**src/rtl/crc_decoding_if.sv**
```systemverilog
`default_nettype none
// ============================================================================
// Module   : crc_decoding_if
// Desc     : Serial-in / decoded-packet-out bundle for the CRC decoder.
//            master = bit source + packet consumer, slave = decoder.
// Revision : 1.0  initial release
// ============================================================================
interface crc_decoding_if #(
    parameter int MAX_BYTES = 8
);
    localparam int LEN_W = $clog2(MAX_BYTES + 1);

    logic                   bIn;
    logic                   bInAvail;
    logic                   pktEnd;
    logic                   pktAck;
    logic                   pktOutAvail;
    logic [3:0]             pid;
    logic [6:0]             addr;
    logic [3:0]             endp;
    logic [MAX_BYTES*8-1:0] data;
    logic [LEN_W-1:0]       dataLen;
    logic                   crcOk;
    logic                   pidErr;
    logic                   lenErr;
    logic                   dropped;

    modport master (
        output bIn, bInAvail, pktEnd, pktAck,
        input  pktOutAvail, pid, addr, endp, data, dataLen,
               crcOk, pidErr, lenErr, dropped
    );

    modport slave (
        input  bIn, bInAvail, pktEnd, pktAck,
        output pktOutAvail, pid, addr, endp, data, dataLen,
               crcOk, pidErr, lenErr, dropped
    );
endinterface
`default_nettype wire

```
**src/rtl/crc_decoding.sv**
```systemverilog
`default_nettype none
// ============================================================================
// Module   : crc_decoding
// Desc     : Serial packet decoder: PID, token/data fields, CRC5/CRC16 check,
//            valid/ack result hand-off. Macro CRC16_CHECK_EN adds CRC16.
// Revision : 1.0  initial release
// ============================================================================
module crc_decoding #(
    parameter int MAX_BYTES = 8
) (
    input  logic          clk,
    input  logic          rst_b,
    crc_decoding_if.slave bus
);
    localparam int DATA_W   = MAX_BYTES * 8;
    localparam int BUF_BITS = DATA_W + 16;
    localparam int IDX_W    = $clog2(BUF_BITS);
    localparam int CNT_W    = IDX_W + 1;
    localparam int LEN_W    = $clog2(MAX_BYTES + 1);

    localparam logic [CNT_W-1:0] c_buf_bits  = CNT_W'(BUF_BITS);
    localparam logic [CNT_W-1:0] c_crc_bits  = CNT_W'(16);
    localparam logic [CNT_W-1:0] c_max_bytes = CNT_W'(MAX_BYTES);
    localparam logic [CNT_W-1:0] c_cnt_max   = {CNT_W{1'b1}};
    localparam logic [CNT_W-1:0] c_pid_last  = CNT_W'(7);

    typedef enum logic [1:0] {ST_IDLE, ST_PID, ST_BODY, ST_HOLD} state_t;

    state_t                r_state, w_state_nx;
    logic [CNT_W-1:0]      r_cnt, w_cnt_nx;
    logic [7:0]            r_pid_raw, w_pid_nx;
    logic [BUF_BITS-1:0]   r_buf, w_buf_nx;
    logic [4:0]            r_crc5, w_crc5_nx, w_crc5_sh;
    logic                  w_load, w_abort, w_clear, w_drop;
    logic                  w_dat_good;

    assign w_crc5_sh = {r_crc5[3:0], 1'b0} ^ ((r_crc5[4] ^ bus.bIn) ? 5'h05 : 5'h00);

`ifdef CRC16_CHECK_EN
    logic [15:0] r_crc16, w_crc16_nx, w_crc16_sh;
    assign w_crc16_sh = {r_crc16[14:0], 1'b0} ^ ((r_crc16[15] ^ bus.bIn) ? 16'h8005 : 16'h0000);
    assign w_dat_good = (w_crc16_nx == 16'h800D);
`else
    assign w_dat_good = 1'b1;
`endif

    // Next-state and next-datapath values; the end evaluation below reads the
    // *_nx values so a bit arriving together with pktEnd is already included.
    always_comb begin
        w_state_nx = r_state;
        w_cnt_nx   = r_cnt;
        w_pid_nx   = r_pid_raw;
        w_buf_nx   = r_buf;
        w_crc5_nx  = r_crc5;
`ifdef CRC16_CHECK_EN
        w_crc16_nx = r_crc16;
`endif
        w_load     = 1'b0;
        w_abort    = 1'b0;
        w_clear    = 1'b0;
        w_drop     = 1'b0;
        case (r_state)
            ST_IDLE: begin
                if (bus.bInAvail) begin
                    w_pid_nx   = {7'b0, bus.bIn};
                    w_cnt_nx   = CNT_W'(1);
                    w_buf_nx   = '0;
                    w_state_nx = ST_PID;
                end
            end
            ST_PID: begin
                if (bus.bInAvail) begin
                    w_pid_nx[r_cnt[2:0]] = bus.bIn;
                    if (r_cnt == c_pid_last) begin
                        w_cnt_nx   = '0;
                        w_crc5_nx  = 5'h1F;
`ifdef CRC16_CHECK_EN
                        w_crc16_nx = 16'hFFFF;
`endif
                        w_state_nx = ST_BODY;
                    end else begin
                        w_cnt_nx = r_cnt + CNT_W'(1);
                    end
                end
                if (bus.pktEnd) begin
                    w_load     = 1'b1;
                    w_abort    = !(bus.bInAvail && (r_cnt == c_pid_last));
                    w_state_nx = ST_HOLD;
                end
            end
            ST_BODY: begin
                if (bus.bInAvail) begin
                    if (r_cnt < c_buf_bits) begin
                        w_buf_nx[r_cnt[IDX_W-1:0]] = bus.bIn;
                    end
                    if (r_cnt != c_cnt_max) begin
                        w_cnt_nx = r_cnt + CNT_W'(1);
                    end
                    w_crc5_nx  = w_crc5_sh;
`ifdef CRC16_CHECK_EN
                    w_crc16_nx = w_crc16_sh;
`endif
                end
                if (bus.pktEnd) begin
                    w_load     = 1'b1;
                    w_state_nx = ST_HOLD;
                end
            end
            default: begin
                w_drop = bus.bInAvail | bus.pktEnd;
                if (bus.pktAck) begin
                    w_clear    = 1'b1;
                    w_state_nx = ST_IDLE;
                end
            end
        endcase
    end

    // End-of-packet evaluation
    logic                  w_is_tok, w_is_dat, w_is_hs, w_dat_len_ok, w_good;
    logic [CNT_W-1:0]      w_body, w_nbytes, w_len_cl;
    logic                  w_e_pid_err, w_e_len_err, w_e_crc_ok;
    logic [6:0]            w_e_addr;
    logic [3:0]            w_e_endp;
    logic [DATA_W-1:0]     w_e_data;
    logic [LEN_W-1:0]      w_e_len;

    always_comb begin
        w_is_tok = 1'b0;
        w_is_dat = 1'b0;
        w_is_hs  = 1'b0;
        case (w_pid_nx[3:0])
            4'b0001, 4'b1001, 4'b0101, 4'b1101: w_is_tok = 1'b1;
            4'b0011, 4'b1011:                   w_is_dat = 1'b1;
            4'b0010, 4'b1010, 4'b1110:          w_is_hs  = 1'b1;
            default: ;
        endcase
        w_body       = w_cnt_nx - c_crc_bits;
        w_nbytes     = w_body >> 3;
        w_dat_len_ok = (w_cnt_nx >= c_crc_bits) && (w_body[2:0] == 3'b000) &&
                       (w_nbytes <= c_max_bytes);
        w_e_pid_err  = (w_pid_nx[7:4] != ~w_pid_nx[3:0]) || !(w_is_tok || w_is_dat || w_is_hs);
        w_e_len_err  = (w_cnt_nx == c_cnt_max) ||
                       (w_is_tok && (w_cnt_nx != c_crc_bits)) ||
                       (w_is_dat && !w_dat_len_ok) ||
                       (w_is_hs  && (w_cnt_nx != '0));
        if (!w_is_dat || (w_cnt_nx < c_crc_bits)) begin
            w_len_cl = '0;
        end else if (w_nbytes > c_max_bytes) begin
            w_len_cl = c_max_bytes;
        end else begin
            w_len_cl = w_nbytes;
        end
        w_e_len  = w_len_cl[LEN_W-1:0];
        w_e_data = '0;
        for (int b = 0; b < MAX_BYTES; b++) begin
            if (b < int'(w_len_cl)) begin
                w_e_data[b*8 +: 8] = w_buf_nx[b*8 +: 8];
            end
        end
        w_e_addr   = w_is_tok ? w_buf_nx[6:0]  : 7'd0;
        w_e_endp   = w_is_tok ? w_buf_nx[10:7] : 4'd0;
        w_good     = w_is_tok ? (w_crc5_nx == 5'h0C) : (w_is_dat ? w_dat_good : 1'b1);
        w_e_crc_ok = !w_e_pid_err && !w_e_len_err && w_good;
        // Packet ended before a full PID byte: nothing else is trustworthy
        if (w_abort) begin
            w_e_pid_err = 1'b1;
            w_e_len_err = 1'b1;
            w_e_crc_ok  = 1'b0;
            w_e_addr    = '0;
            w_e_endp    = '0;
            w_e_data    = '0;
            w_e_len     = '0;
        end
    end

    always_ff @(posedge clk) begin
        if (!rst_b) begin
            r_state <= ST_IDLE;
        end else begin
            r_state <= w_state_nx;
        end
    end

    always_ff @(posedge clk) begin
        if (!rst_b) begin
            r_cnt     <= '0;
            r_pid_raw <= '0;
            r_buf     <= '0;
            r_crc5    <= 5'h1F;
`ifdef CRC16_CHECK_EN
            r_crc16   <= 16'hFFFF;
`endif
        end else begin
            r_cnt     <= w_cnt_nx;
            r_pid_raw <= w_pid_nx;
            r_buf     <= w_buf_nx;
            r_crc5    <= w_crc5_nx;
`ifdef CRC16_CHECK_EN
            r_crc16   <= w_crc16_nx;
`endif
        end
    end

    logic                r_avail, r_crc_ok, r_pid_err, r_len_err, r_dropped;
    logic [3:0]          r_pid, r_endp;
    logic [6:0]          r_addr;
    logic [DATA_W-1:0]   r_data;
    logic [LEN_W-1:0]    r_len;

    always_ff @(posedge clk) begin
        if (!rst_b || (w_clear && !w_load)) begin
            r_avail   <= 1'b0;
            r_pid     <= '0;
            r_addr    <= '0;
            r_endp    <= '0;
            r_data    <= '0;
            r_len     <= '0;
            r_crc_ok  <= 1'b0;
            r_pid_err <= 1'b0;
            r_len_err <= 1'b0;
        end else if (w_load) begin
            r_avail   <= 1'b1;
            r_pid     <= w_pid_nx[3:0];
            r_addr    <= w_e_addr;
            r_endp    <= w_e_endp;
            r_data    <= w_e_data;
            r_len     <= w_e_len;
            r_crc_ok  <= w_e_crc_ok;
            r_pid_err <= w_e_pid_err;
            r_len_err <= w_e_len_err;
        end
    end

    always_ff @(posedge clk) begin
        if (!rst_b) begin
            r_dropped <= 1'b0;
        end else begin
            r_dropped <= w_drop;
        end
    end

    assign bus.pktOutAvail = r_avail;
    assign bus.pid         = r_pid;
    assign bus.addr        = r_addr;
    assign bus.endp        = r_endp;
    assign bus.data        = r_data;
    assign bus.dataLen     = r_len;
    assign bus.crcOk       = r_crc_ok;
    assign bus.pidErr      = r_pid_err;
    assign bus.lenErr      = r_len_err;
    assign bus.dropped     = r_dropped;
endmodule
`default_nettype wire

```
**src/flat_wrapper.sv**
```systemverilog
// flat-port wrapper written by rule: the top's interface ports become plain ports
module crc_decoding_flat 
#(
    parameter int MAX_BYTES = 8
)
  (clk, rst_b, bus_bIn, bus_bInAvail, bus_pktEnd, bus_pktAck, bus_pktOutAvail, bus_pid, bus_addr, bus_endp, bus_data, bus_dataLen, bus_crcOk, bus_pidErr, bus_lenErr, bus_dropped);
  crc_decoding_if #(.MAX_BYTES(MAX_BYTES)) bus_i ();
  input  logic clk;
  input  logic rst_b;
  input wire logic [$bits(bus_i.bIn)-1:0] bus_bIn;
  input wire logic [$bits(bus_i.bInAvail)-1:0] bus_bInAvail;
  input wire logic [$bits(bus_i.pktEnd)-1:0] bus_pktEnd;
  input wire logic [$bits(bus_i.pktAck)-1:0] bus_pktAck;
  output wire logic [$bits(bus_i.pktOutAvail)-1:0] bus_pktOutAvail;
  output wire logic [$bits(bus_i.pid)-1:0] bus_pid;
  output wire logic [$bits(bus_i.addr)-1:0] bus_addr;
  output wire logic [$bits(bus_i.endp)-1:0] bus_endp;
  output wire logic [$bits(bus_i.data)-1:0] bus_data;
  output wire logic [$bits(bus_i.dataLen)-1:0] bus_dataLen;
  output wire logic [$bits(bus_i.crcOk)-1:0] bus_crcOk;
  output wire logic [$bits(bus_i.pidErr)-1:0] bus_pidErr;
  output wire logic [$bits(bus_i.lenErr)-1:0] bus_lenErr;
  output wire logic [$bits(bus_i.dropped)-1:0] bus_dropped;
  assign bus_i.bIn = bus_bIn;
  assign bus_i.bInAvail = bus_bInAvail;
  assign bus_i.pktEnd = bus_pktEnd;
  assign bus_i.pktAck = bus_pktAck;
  assign bus_pktOutAvail = bus_i.pktOutAvail;
  assign bus_pid = bus_i.pid;
  assign bus_addr = bus_i.addr;
  assign bus_endp = bus_i.endp;
  assign bus_data = bus_i.data;
  assign bus_dataLen = bus_i.dataLen;
  assign bus_crcOk = bus_i.crcOk;
  assign bus_pidErr = bus_i.pidErr;
  assign bus_lenErr = bus_i.lenErr;
  assign bus_dropped = bus_i.dropped;
  crc_decoding #(.MAX_BYTES(MAX_BYTES)) u_core (.clk(clk), .rst_b(rst_b), .bus(bus_i));
endmodule
```
**config.mk**
```make
export PLATFORM = sky130hd
export DESIGN_NAME = crc_decoding_flat
export DESIGN_NICKNAME = d
export VERILOG_FILES = /design/src/rtl/crc_decoding_if.sv /design/src/rtl/crc_decoding.sv /design/src/flat_wrapper.sv
export SDC_FILE = /design/constraint.sdc
export NUM_CORES = 1
export LEC_CHECK = 0
export CAP_MARGIN = 20
export CORE_MARGIN = 5
export CORE_UTILIZATION = 58
export DETAILED_ROUTE_END_ITERATION = 8
export DONT_BUFFER_PORTS = 1
export PLACE_DENSITY = 0.7
export SLEW_MARGIN = 15
export SYNTH_ARGS = -nofsm -noshare
export SYNTH_HDL_FRONTEND = slang
export SYNTH_SLANG_ARGS = --single-unit
```
**constraint.sdc**
```tcl
create_clock -name clk -period 4.4 [get_ports clk]
set_clock_uncertainty 0.15 [all_clocks]
set_input_delay 0 -clock clk [delete_from_list [all_inputs] [get_ports clk]]
set_output_delay 0 -clock clk [all_outputs]
set_load 0.1 [all_outputs]
```
-- Yosys cells after proc, flatten, opt, wreduce, memory -nomap -nowiden
Index checks and enable logic that the tools add are counted.
- input bits: 6
- bits in registers: 191
- output and inout bits: 88
- word-level logic and storage cells: 163
- bitwise operators: 5
- reductions and logical operators: 40
- magnitude comparators: 17
- equal/unequal tests: 23
- multiplexer cells: 60
- $add $sub $neg: 2
- operators with widths (kind ; count):
    two-way mux 80 bit ; 3
    case mux 80 bit (2 select lines) ; 1
    two-way mux 8 bit ; 16
    bitwise mux 80 bit ; 1
    two-way mux 64 bit ; 1
    < comparator 3 x 8 -> 1 bit (first input constant) ; 4
    case mux 8 bit (3 select lines) ; 1
    == test 4 bit (second input constant) ; 5
    two-way mux 5 bit ; 4
    < comparator 1 x 8 -> 1 bit (first input constant) ; 2
    < comparator 2 x 8 -> 1 bit (first input constant) ; 2
    case mux 8 bit (2 select lines) ; 1
    two-way mux 1 bit ; 15
    two-way mux 7 bit ; 2
    two-way mux 2 bit ; 6
    two-way mux 4 bit ; 3
    logical AND 1 bit ; 11
    case mux 5 bit (2 select lines) ; 1
    adder 8 x 1 -> 8 bit (second input constant) ; 1
    bitwise mux 8 bit ; 1
    == test 4 x 2 -> 1 bit (second input constant) ; 2
    == test 8 x 3 -> 1 bit (second input constant) ; 1
    == test 8 bit (second input constant) ; 1
    >= comparator 8 x 5 -> 1 bit (second input constant) ; 1
    other kinds (42) ; 61

-- Longest topological paths before layout
Gate-level depths: netlist of run 1.
- word-level depth: 18
- mapped depth: 14
- gate-level depth less buffers: 12

-- Worst setup path after synthesis of run 1
No wires, ideal clock.
- path kind: register to register
- from: register u_core.r_cnt[1]
- to: register u_core.r_data[33] (netlist: u_core.bus.data[33])
- buffers on the path: 1
- slack: 942 ps
- clock period less this slack: 3458 ps
- setup time: 119 ps
- arrival time: 3189 ps
- cell stages (with the launch flop): 13
- data required time: 4131 ps
- cell sequence: dfxtp_1 -> ha_1 -> nand4_1 -> o21ai_2 -> and2_1 -> a2bb2oi_4 -> ha_1 -> nand3b_1 -> nor4_4 -> a311oi_1 -> or4_1 -> buf_2 -> a32o_1
- cells in the longest elaborated chain, start to end: 16
- elaborated cells on any way between the ends: 45
- those cells by class: add/sub (2); order compare (8); eq/ne (4); mux (24); reduce/logical (7)
- RTL lines (item ; line ; text):
    start, declared ; crc_decoding.sv:30 ; logic [CNT_W-1:0] r_cnt, w_cnt_nx;
    start signal, assigned ; crc_decoding.sv:195 ; r_cnt <= w_cnt_nx;
    branches (longest 15 deep; another with adder 8 x 1 -> 8 bit) ; n/a ;
    two-way mux 64 bit (*) ; crc_decoding.sv:166 ; if (w_abort) begin
    end signal, assigned ; crc_decoding.sv:227 ; r_data <= w_e_data;
    end, declared ; crc_decoding.sv:208 ; logic [DATA_W-1:0] r_data;
Every way passes the cells marked *. The select of a mux whose other input is x is not followed.
A chain may end at the register's enable or synchronous reset.

-- Final worst setup path of run 1
- from: register u_core.r_state[1]
- to: register u_core.r_data[34] (netlist: u_core.bus.data[34])
- cells in the longest elaborated chain, start to end: 11
- elaborated cells on any way between the ends: 28
- those cells by class: add/sub (1); order compare (3); eq/ne (4); mux (11); reduce/logical (9)
- RTL lines (item ; line ; text):
    start, declared ; crc_decoding.sv:29 ; state_t r_state, w_state_nx;
    start signal, assigned ; crc_decoding.sv:181 ; r_state <= w_state_nx;
    branches (longest 11 deep; another with subtractor 8 x 5 -> 8 bit) ; n/a ;
Several ways; the timed one is not identified.

==> results of run 1 <==
==> tightest hold or removal path: stages <==
cell and delay (ps):
nand2_1 60, o32a_2 180, o21ai_0 110, and2_1 180
==> synth_stat cells (4+ instances only) <==
| cell | number | area [sq um] |
|---|---|---|
| nand3b_1 | 4 | 30.0 |
| o211ai_1 | 10 | 75.1 |
| mux2i_1 | 69 | 691 |
| o21ai_0 | 71 | 355 |
| a211oi_1 | 5 | 37.5 |
| nand4b_1 | 4 | 35.0 |
| nand4_1 | 6 | 37.5 |
| clkbuf_1 | 56 | 210 |
| xor2_1 | 5 | 43.8 |
| a22oi_1 | 24 | 180 |
| a31oi_1 | 7 | 43.8 |
| nand2b_1 | 12 | 75.1 |
| inv_1 | 12 | 45.0 |
| a211o_1 | 4 | 35.0 |
| a22o_1 | 10 | 87.6 |
| and3_1 | 7 | 43.8 |
| and2_1 | 74 | 463 |
| a32o_1 | 45 | 450 |
| nor3_1 | 8 | 40.0 |
| buf_2 | 12 | 60.1 |
| or4_1 | 5 | 37.5 |
| ha_1 | 8 | 100 |
| dfxtp_1 | 175 | 3500 |
| nor2_1 | 65 | 244 |
| nor2b_1 | 6 | 37.5 |
| a21oi_1 | 13 | 65.1 |
| nand2_1 | 158 | 593 |
| nand3_1 | 15 | 75.1 |
| mux2_2 | 5 | 56.3 |
==> area by class of cell <==
cell class,count,area [sq um],area share (%)
Multi-Input combinational cell,705,4570,49.4
Sequential cell,175,3500,37.9
Clock buffer,20,457,4.94
Timing Repair Buffer,38,350,3.79
Tap cell,180,225,2.43
Clock inverter,12,103,1.11
Inverter,13,48.8,0.527
==> path summary, 6_finish.rpt <==
check	startpoint	to	slack (ps)	cells past startpoint
worst max-delay path	u_core.r_state[1]	u_core.bus.data[34]	290	12
worst min-delay path	bus_bInAvail	u_core.r_cnt[1]	10	4
worst max register to register	u_core.r_state[1]	u_core.bus.data[34]	290	12
worst min register to register	u_core.r_state[0]	u_core.r_state[0]	370	2
==> state kept, by name, indices dropped and copies added (netlist names) <==
| signal | flops |
|---|---|
| u_core.bus.pid | 4 |
| u_core.bus.lenErr | 1 |
| u_core.bus.dropped | 1 |
| u_core.bus.dataLen | 4 |
| u_core.bus.addr | 7 |
| u_core.bus.endp | 4 |
| u_core.r_cnt | 8 |
| u_core.bus.data | 64 |
| u_core.r_pid_raw | 8 |
| u_core.bus.pidErr | 1 |
| u_core.r_state | 2 |
| u_core.r_buf | 64 |
| u_core.bus.crcOk | 1 |
| u_core.bus.pktOutAvail | 1 |
| u_core.r_crc5 | 5 |
==> power by group through the flow <==
stage	clock network, W	registers, W	logic (W)
floorplan	0	0.00190	0.000763
global placement	0	0.00192	0.00104
detailed placement	0	0.00192	0.00107
CTS	0.00144	0.00188	0.00112
global route	0.00152	0.00189	0.00123
finish	0.00142	0.00189	0.00114
==> metrics by stage <==
stage               setup WS [ps]  instances
floorplan                     942        964
global placement              596       1099
detailed placement            407       1101
CTS                           395       1141
global route                  139       1143
finish                        288       1143
==> kinds of logic (layout without fill, tap and decap cells) <==
group	count (synthesis)	in the layout	share of synthesized area, %
xor gates and xnor gates	6	6	0.628
buffers and inverters	84	83	3.99
and+or+nand+nor	384	384	22.5
DFF	175	175	41.9
muxes	74	74	8.93
AOI/OAI and AO/OA	233	233	20.9
adders and majority gates	8	8	1.20
==> per-layer routing <==
| layer | up-vias | global-route usage, % |
|---|---|---|
| met4 | 0 | 11.1 |
| met1 | 3585 | 37.3 |
| met5 | - | 0 |
| met3 | 44 | 8.15 |
| li1 | 3447 | - |
| met2 | 262 | 45.3 |
==> repair_timing <==
action | in CTS | in global routing
hold buffers | 8 | 0
endpoints found under the hold margin | 166 | 0
setup endpoints to repair | 0 | 0
==> summary.txt, run 1 <==
Tot Pwr: 0.00445 W
Setup bufs post-CTS: 0
EDFF count, synth: 0
Net Sw Frac: 37.9%
Core occupancy in the finished layout: 66.2%
Post-synth design cell area: 0.00837 sq mm
Seq cells post-synth: 175
Drt total wl: 23,800 um
CP endpoint kind: flop
Measured slew at the worst slew-check pin: 1190 ps
Critical path, cell by cell: inv_1 > ha_1 > nor2_1 > o21ai_1 > and2_1 > a2bb2oi_4 > ha_1 > nand3b_1 > a211oi_1 > a311oi_1 > or4_1 > a32o_1
I/O pins: 94
IO Port Bufs: 0
Power share of the combinational group: 25.7%
Clock power share: 32.0%
Pin count of the biggest net entering global routing: 77
WP data required: 4570 ps
Antenna violations before repair: 0
Startpoint types: flop
M1 WL: 10,100 um
WHS: 14.4 ps
Async SR Flop Fraction: 0%
First-pass GRT wire length: 38,100 um
ANT cells: 0
Core box area: 0.0140 sq mm
Post-route design area: 0.00925 sq mm
Clk_lat worst skew: 430 ps
Setup Crit Path Kind: flop to flop
DRC viols: 0
Crit path max-delay cell type: or4_1
Final #Nets: 964
Global placer's final weighted congestion: 0.914
RSZ-0062 raised after global routing: false
Int Pwr: 0.00276 W
Relative slew slack: 20.1%
Most frequent cells in the layout: 175 x dfxtp_1, 158 x nand2_1, 74 x and2_1
Power Density: 481 mW/mm^2
Max Used Layer: met4
Fill cell count: 1,177
Root Driver: clkbuf_16
Reg power frac: 42.4%
VDD IR max: 310 uV
Final critical-path required period: 4110 ps
Max frequency: 243 MHz
Row Count: 43
Max incr delay on CP: 640 ps
CTS Buf Count: 17
# H-tree levels: 4
Syn Area/Cell: 8.68 sq um
Via-to-Cell Ratio: 6.42
Synth unique cells: 73
Outcome: complete, no violations
CTS tree: done
Initial Utilization: 59.8%
Most common cell after layout, fill and taps aside: dfxtp_1
Crit path buffers/inverters: 1
Fin. Hold Viols: 0
Post-synthesis net count: 978
Most frequent CP cell: ha_1
Synth Flop Type: dfxtp_1
CP top delay family: simple AND/OR/NAND/NOR gates
Crit path max fanout: 11
TritonCTS Sinks: 175
Vias: 7,338
Gr usage total: 28.7%
Cell area after placement: 0.00857 sq mm
WL met3: 1960 um
HP Class: input port to flop
Chip Height: 130 um
Share of the clock period used by the worst path: 93.5%
Layout area overhead: 10.6%
Post-synthesis cell count: 964
Final TNS setup: 0 ps
Max-capacitance violation count: 0
Leakage Power: 3.66 nW
Yosys Warn Count: 0
Area of the die: 0.0169 sq mm
Die width: 130 um
Post-DRT Antenna Nets: 0
Post-cts repair resize count: 0
GRT overflow: 0
Hpwl dp: 15,700 um
Share of cells above drive strength 1: 9.55%
Drt first pass iters: 6
Final Max Tran Viols: 0
Switching power: 0.00169 W
Drt initial violations: 547
Routed wl met2: 11,200 um
Vias in the first global route: 7,037
CP Data Arrival Time: 4280 ps
Sequential fraction of the synthesis area: 41.9%
Clock slew at reported path FFs: 70 ps
Wire per inst: 20.9 um
CTS max path bufs: 2
Final setup vio count: 0
Power figures use the tool's default switching activity.
==> run 2, diff against run 1 <==
--- a/config.mk
+++ b/config.mk
@@ -5,12 +5,13 @@
 export SDC_FILE = /design/constraint.sdc
 export NUM_CORES = 1
 export LEC_CHECK = 0
+export ABC_AREA = 1
 export CAP_MARGIN = 20
 export CORE_MARGIN = 5
 export CORE_UTILIZATION = 58
 export DETAILED_ROUTE_END_ITERATION = 8
 export DONT_BUFFER_PORTS = 1
-export PLACE_DENSITY = 0.7
+export PLACE_DENSITY = 0.73
 export SLEW_MARGIN = 15
 export SYNTH_ARGS = -nofsm -noshare
 export SYNTH_HDL_FRONTEND = slang
==> summary.txt, run 2 <==
Switching power: 0.00220 W
Routed wl met2: 11,300 um
Share of cells above drive strength 1: 7.03%
Gr usage total: 27.7%
Cell with the most instances after synthesis: nand2_1
DRC viols: 0
Max incr delay on CP: 510 ps
Crit path max-delay cell type: a21oi_1
Clock slew at reported path FFs: 70 ps
Global placer's final weighted congestion: 0.949
Outcome: complete, no violations
Synth Flop Type: dfxtp_1
Startpoint types: flop
Core occupancy in the finished layout: 63.2%
Leakage Power: 3.40 nW
Top cell type by total area after synthesis: dfxtp_1
Seq cells post-synth: 175
Final setup vio count: 0
Via-to-Cell Ratio: 5.81
Setup Crit Path Kind: flop to flop
Post-synthesis cell count: 1,336
Critical Path Sink: u_core.bus.data[17]
Power share of the combinational group: 32.8%
Post-DRT Antenna Nets: 0
Vias in the first global route: 7,853
Max-capacitance violation count: 0
ANT cells: 0
Worst reg2reg endpoint: u_core.bus.data[17]
Final critical-path required period: 3720 ps
Share of the clock period used by the worst path: 84.6%
Most common cell after layout, fill and taps aside: nand2_1
Syn Area/Cell: 6.73 sq um
Reg power frac: 38.0%
Crit path buffers/inverters: 4
CTS max path bufs: 2
Wire per inst: 17.0 um
WL met3: 2190 um
Reg2reg path depth: 16
Synth unique cells: 42
CP top delay family: simple AND/OR/NAND/NOR gates
Area of the die: 0.0181 sq mm
Async SR Flop Fraction: 0%
CTS tree: done
Final TNS setup: 0 ps
Clk_lat worst skew: 430 ps
HP Class: input port to flop
Tot Pwr: 0.00503 W
RSZ-0062 raised after global routing: false
Post-synth design cell area: 0.00898 sq mm
WP data required: 4600 ps
# H-tree levels: 4
CP Data Arrival Time: 3920 ps
Relative slew slack: 29.5%
Drt initial violations: 920
Chip Height: 134 um
First-pass GRT wire length: 40,500 um
Core box area: 0.0152 sq mm
Clock power share: 29.1%
Drt total wl: 25,400 um
Crit path launch: u_core.r_state[1]
Critical R2R Launch: u_core.r_state[1]
Max frequency: 269 MHz
Top cells by count, synth: 252 x nand2_1, 175 x dfxtp_1, 174 x nor2_1
Final Max Tran Viols: 0
Final #Nets: 1,310
Critical path, cell by cell: inv_1 > ha_1 > inv_1 > a21oi_1 > o21ai_1 > inv_2 > nand2_1 > nor2_4 > nand2_2 > nor2_4 > nand3_2 > nand2_4 > inv_2 > nand2_4 > nand2_1 > a21oi_1
Fin. Hold Viols: 0
Worst reg2reg setup slack: 680 ps
Die width: 134 um
Max Used Layer: met4
Vias: 8,695
Largest cells by area after synthesis: dfxtp_1 39%, nand2_1 11%, a21oi_1 7.6%
Measured slew at the worst slew-check pin: 1060 ps
Layout area overhead: 6.91%
WHS: 24.7 ps
Hpwl dp: 17,100 um
Post-synthesis net count: 1,350
Crit path depth: 16
Pin count of the biggest net entering global routing: 84
Crit path max fanout: 41
Yosys Warn Count: 0
Sequential fraction of the synthesis area: 39.0%
TritonCTS Sinks: 175
Drt first pass iters: 7
IO Port Bufs: 0
Synth top area share: 39.0%
CTS Buf Count: 17
Initial Utilization: 59.1%
I/O pins: 94
Row Count: 45
Power Density: 523 mW/mm^2
M1 WL: 11,300 um
CP endpoint kind: flop
Root Driver: clkbuf_16
Int Pwr: 0.00283 W
Antenna violations before repair: 0
Post-route design area: 0.00961 sq mm
EDFF count, synth: 0
GRT overflow: 0
Cell area after placement: 0.00895 sq mm
Net Sw Frac: 43.7%
Most frequent cells in the layout: 251 x nand2_1, 175 x dfxtp_1, 174 x nor2_1
VDD IR max: 445 uV
[run 2: cell types whose count changed in the layout (fill, tap and decap cells not counted), moves of 14 or more]
cell,change
a32o_1,-45
o311ai_0,+24
inv_1,+152
a21oi_1,+123
mux2i_1,-68
nor3_1,+33
o31ai_1,+37
a22oi_1,-21
buf_4,-18
inv_2,+14
nor2_1,+111
and2_1,-73
nand3_1,+51
nand2_1,+93
[run 2: how the worst min path moves through the flow]
| stage | start | cells after the start | end | slack (ps) |
|---|---|---|---|---|
| 5_1_grt | bus_bInAvail | 7 | u_core.r_cnt[7] | 40 |
| 6_report | bus_bInAvail | 7 | u_core.r_cnt[7] | 20 |
| 2_1_floorplan | rst_b | 1 | u_core.r_crc5[2] | -80 |
| 3_3_place_gp | rst_b | 1 | u_core.r_crc5[1] | -80 |
| 3_5_place_dp | rst_b | 1 | u_core.r_crc5[1] | -80 |
| 4_1_cts | bus_bInAvail | 7 | u_core.r_cnt[7] | 0.7 |
[run 2: final cells by class]
type | instances | area [sq um]
clock buffer | 20 | 437
clock inverter | 12 | 125
fill | 1458 | 5600
inverter | 184 | 693
multi-input combinational | 901 | 4450
sequential | 175 | 3500
tap | 188 | 235
timing repair buffer | 17 | 165
[run 2: stage by stage]
| step | std cells | worst slack [ps] |
|---|---|---|
| 5_1_grt | 1497 | 399 |
| 3_3_place_gp | 1457 | 835 |
| 2_1_floorplan | 1336 | 1690 |
| 4_1_cts | 1497 | 720 |
| 3_5_place_dp | 1457 | 755 |
| 6_report | 1497 | 677 |
[run 2: logic make-up (layout without fill, tap and decap cells)]
family,after synthesis,in the layout,share of synthesized area [%]
and+or+nand+nor,579,579,27.8
AOI/OAI and AO/OA,311,311,20.2
buffers and inverters,260,233,11.5
DFF,175,175,39.0
adders and majority gates,8,8,1.11
xor gates and xnor gates,3,3,0.292
[run 2: what timing repair did]
item / in CTS / in global routing
gates resized for setup: 0 / 0
hold buffers: 8 / 0
setup buffers: 0 / 0
endpoints found under the hold margin: 146 / 0
[run 2: power groups by stage]
| stage | sequential [W] | combinational, W | clock [W] |
|---|---|---|---|
| finish | 0.00191 | 0.00165 | 0.00146 |
| global route | 0.00192 | 0.00181 | 0.00155 |
| CTS | 0.00191 | 0.00161 | 0.00148 |
| detailed placement | 0.00195 | 0.00157 | 0 |
| global placement | 0.00194 | 0.00157 | 0 |
| floorplan | 0.00192 | 0.00121 | 0 |
[run 2: worst register-to-register path, cell delays in order (launching register included)]
cell and delay (ps):
dfxtp_1 330, inv_1 100, ha_1 500, inv_1 350, a21oi_1 510, o21ai_1 200, inv_2 100, nand2_1 100
nor2_4 150, nand2_2 100, nor2_4 150, nand3_2 100, nand2_4 330, inv_2 160, nand2_4 120, nand2_1 70
a21oi_1 120
[run 2: per-layer routing]
metal  up-vias  global-route usage [%]
met4         0                    10.2
met5         -                       0
met1      4000                    37.9
li1       4291                       -
met3        47                    7.04
met2       357                    42.5
==> run 3, diff against run 2 <==
--- a/config.mk
+++ b/config.mk
@@ -5,7 +5,7 @@
 export SDC_FILE = /design/constraint.sdc
 export NUM_CORES = 1
 export LEC_CHECK = 0
-export ABC_AREA = 1
+export ABC_AREA = 0
 export CAP_MARGIN = 20
 export CORE_MARGIN = 5
 export CORE_UTILIZATION = 58
==> constraint.sdc (replaced) <==
create_clock -name clk -period 3.59 [get_ports clk]
set_clock_uncertainty 0.15 [all_clocks]
set_input_delay 0 -clock clk [delete_from_list [all_inputs] [get_ports clk]]
set_output_delay 0 -clock clk [all_outputs]
set_load 0.1 [all_outputs]
==> summary.txt, run 3 (synthesis gave the netlist of run 1 again) <==
Most frequent cells in the layout: 173 x dfxtp_1, 158 x nand2_1, 73 x and2_1
Startpoint types: flop
ANT cells: 0
Root Driver: clkbuf_16
IO Port Bufs: 0
Worst slack at placement: -11.4 ps
WP data required: 3820 ps
Core box area: 0.0140 sq mm
HP Class: input port to flop
Final critical-path required period: 3480 ps
Antenna violations before repair: 0
Clk_lat worst skew: 440 ps
Relative slew slack: 30.5%
Max frequency: 287 MHz
GRT overflow: 0
VDD IR max: 330 uV
Hpwl dp: 16,200 um
Post-DRT Antenna Nets: 0
Critical path, cell by cell: buf_6 > nand2_1 > or3_1 > xor2_1 > o211a_2 > ha_1 > buf_4 > or4_1 > o22ai_4 > clkbuf_16 > a32o_1
Max-capacitance violation count: 0
Drt first pass iters: 5
Share of cells above drive strength 1: 14.1%
Crit path max fanout: 16
CTS max path bufs: 2
Crit path buffers/inverters: 3
Crit path max-delay cell type: or4_1
Pin count of the biggest net entering global routing: 77
CTS tree: done
Fin. Hold Viols: 0
I/O pins: 94
Crit path depth: 11
Global placer's final weighted congestion: 0.974
Area of the die: 0.0169 sq mm
Layout area overhead: 15.4%
# H-tree levels: 4
Setup Crit Path Kind: flop to flop
CTS Buf Count: 17
Max incr delay on CP: 610 ps
Wire per inst: 20.5 um
CP endpoint kind: flop
Clock slew at reported path FFs: 70 ps
Final setup vio count: 0
Most common cell after layout, fill and taps aside: dfxtp_1
DRC viols: 0
Vias in the first global route: 7,208
Drt initial violations: 628
Outcome: complete, no violations
TritonCTS Sinks: 175
Gr usage total: 28.7%
CP top delay family: simple AND/OR/NAND/NOR gates
Final Max Tran Viols: 0
First-pass GRT wire length: 38,200 um
WHS: 14.0 ps
Via-to-Cell Ratio: 6.41
Measured slew at the worst slew-check pin: 1040 ps
Share of the clock period used by the worst path: 96.9%
Leakage Power: 3.87 nW
Final #Nets: 1,002
Post-route setup slack: 111 ps
Reg2reg path depth: 11
Hold Path Stages: 4
Initial Utilization: 59.8%
Power Density: 578 mW/mm^2
Worst reg2reg setup slack: 110 ps
CP Data Arrival Time: 3710 ps
Die width: 130 um
Row Count: 43
Chip Height: 130 um
Drt total wl: 24,200 um
Vias: 7,571
run 3: per-layer routing:
layer	vias up	routed length, um	global-route usage [%]
met3	43	1890	7.04
met4	0	552	9.23
met2	310	11500	46.2
met1	3710	10300	37.9
li1	3508	-	-
met5	-	0	0
run 3: metrics by stage:
stage          utilization [%]  std cells  power [W]  TNS (ps)  instance area, sq um
6_report                  69.0       1181    0.00559         0                  9660
5_1_grt                   69.0       1181    0.00582     -46.3                  9660
4_1_cts                   68.1       1177    0.00552         0                  9520
3_5_place_dp              63.2       1136    0.00373     -28.0                  8830
3_3_place_gp              63.2       1136    0.00370         0                  8830
2_1_floorplan                -        964    0.00327         0                  8370
run 3: worst reg2reg max path, cell delays in order, from the launching register on:
cell and delay, ps:
dfxtp_2 390, buf_6 150, nand2_1 130, or3_1 380
xor2_1 150, o211a_2 310, ha_1 330, buf_4 170
or4_1 610, o22ai_4 250, clkbuf_16 240, a32o_1 160
run 3: timing repair:
action	in CTS	in global routing
pin swaps	0	2
cloned	0	1
hold endpoints to repair	168	6
hold buffers	9	1
setup buffers	0	2
gates resized for setup	1	21
endpoints found under the setup margin	5	65
run 3: layout make-up:
class                   count  area [sq um]
well taps                 180           225
flip-flops and latches    175          3510
multi-input cells         705          4640
inverters                  13          48.8
fillers                  1112          4330
clock buffers              19           433
clock inverters            13           128
repair buffers             76           677
run 3: final timing paths:
path | endpoint | start
max | u_core.bus.data[52] | u_core.r_cnt[4]
min | u_core.r_pid_raw[1] | bus_bInAvail
max reg2reg | u_core.bus.data[52] | u_core.r_cnt[4]
min reg2reg | u_core.r_state[0] | u_core.r_state[0]
run 3: power breakdown:
| part | leakage [nW] | switching, W | internal, W | total, W |
|---|---|---|---|---|
| Sequential | 1.41 | 0.000283 | 0.00202 | 0.00231 |
| Clock | 0.268 | 0.000839 | 0.000913 | 0.00175 |
| Combinational | 2.19 | 0.00101 | 0.000516 | 0.00153 |
| Total | 3.87 | 0.00213 | 0.00345 | 0.00559 |
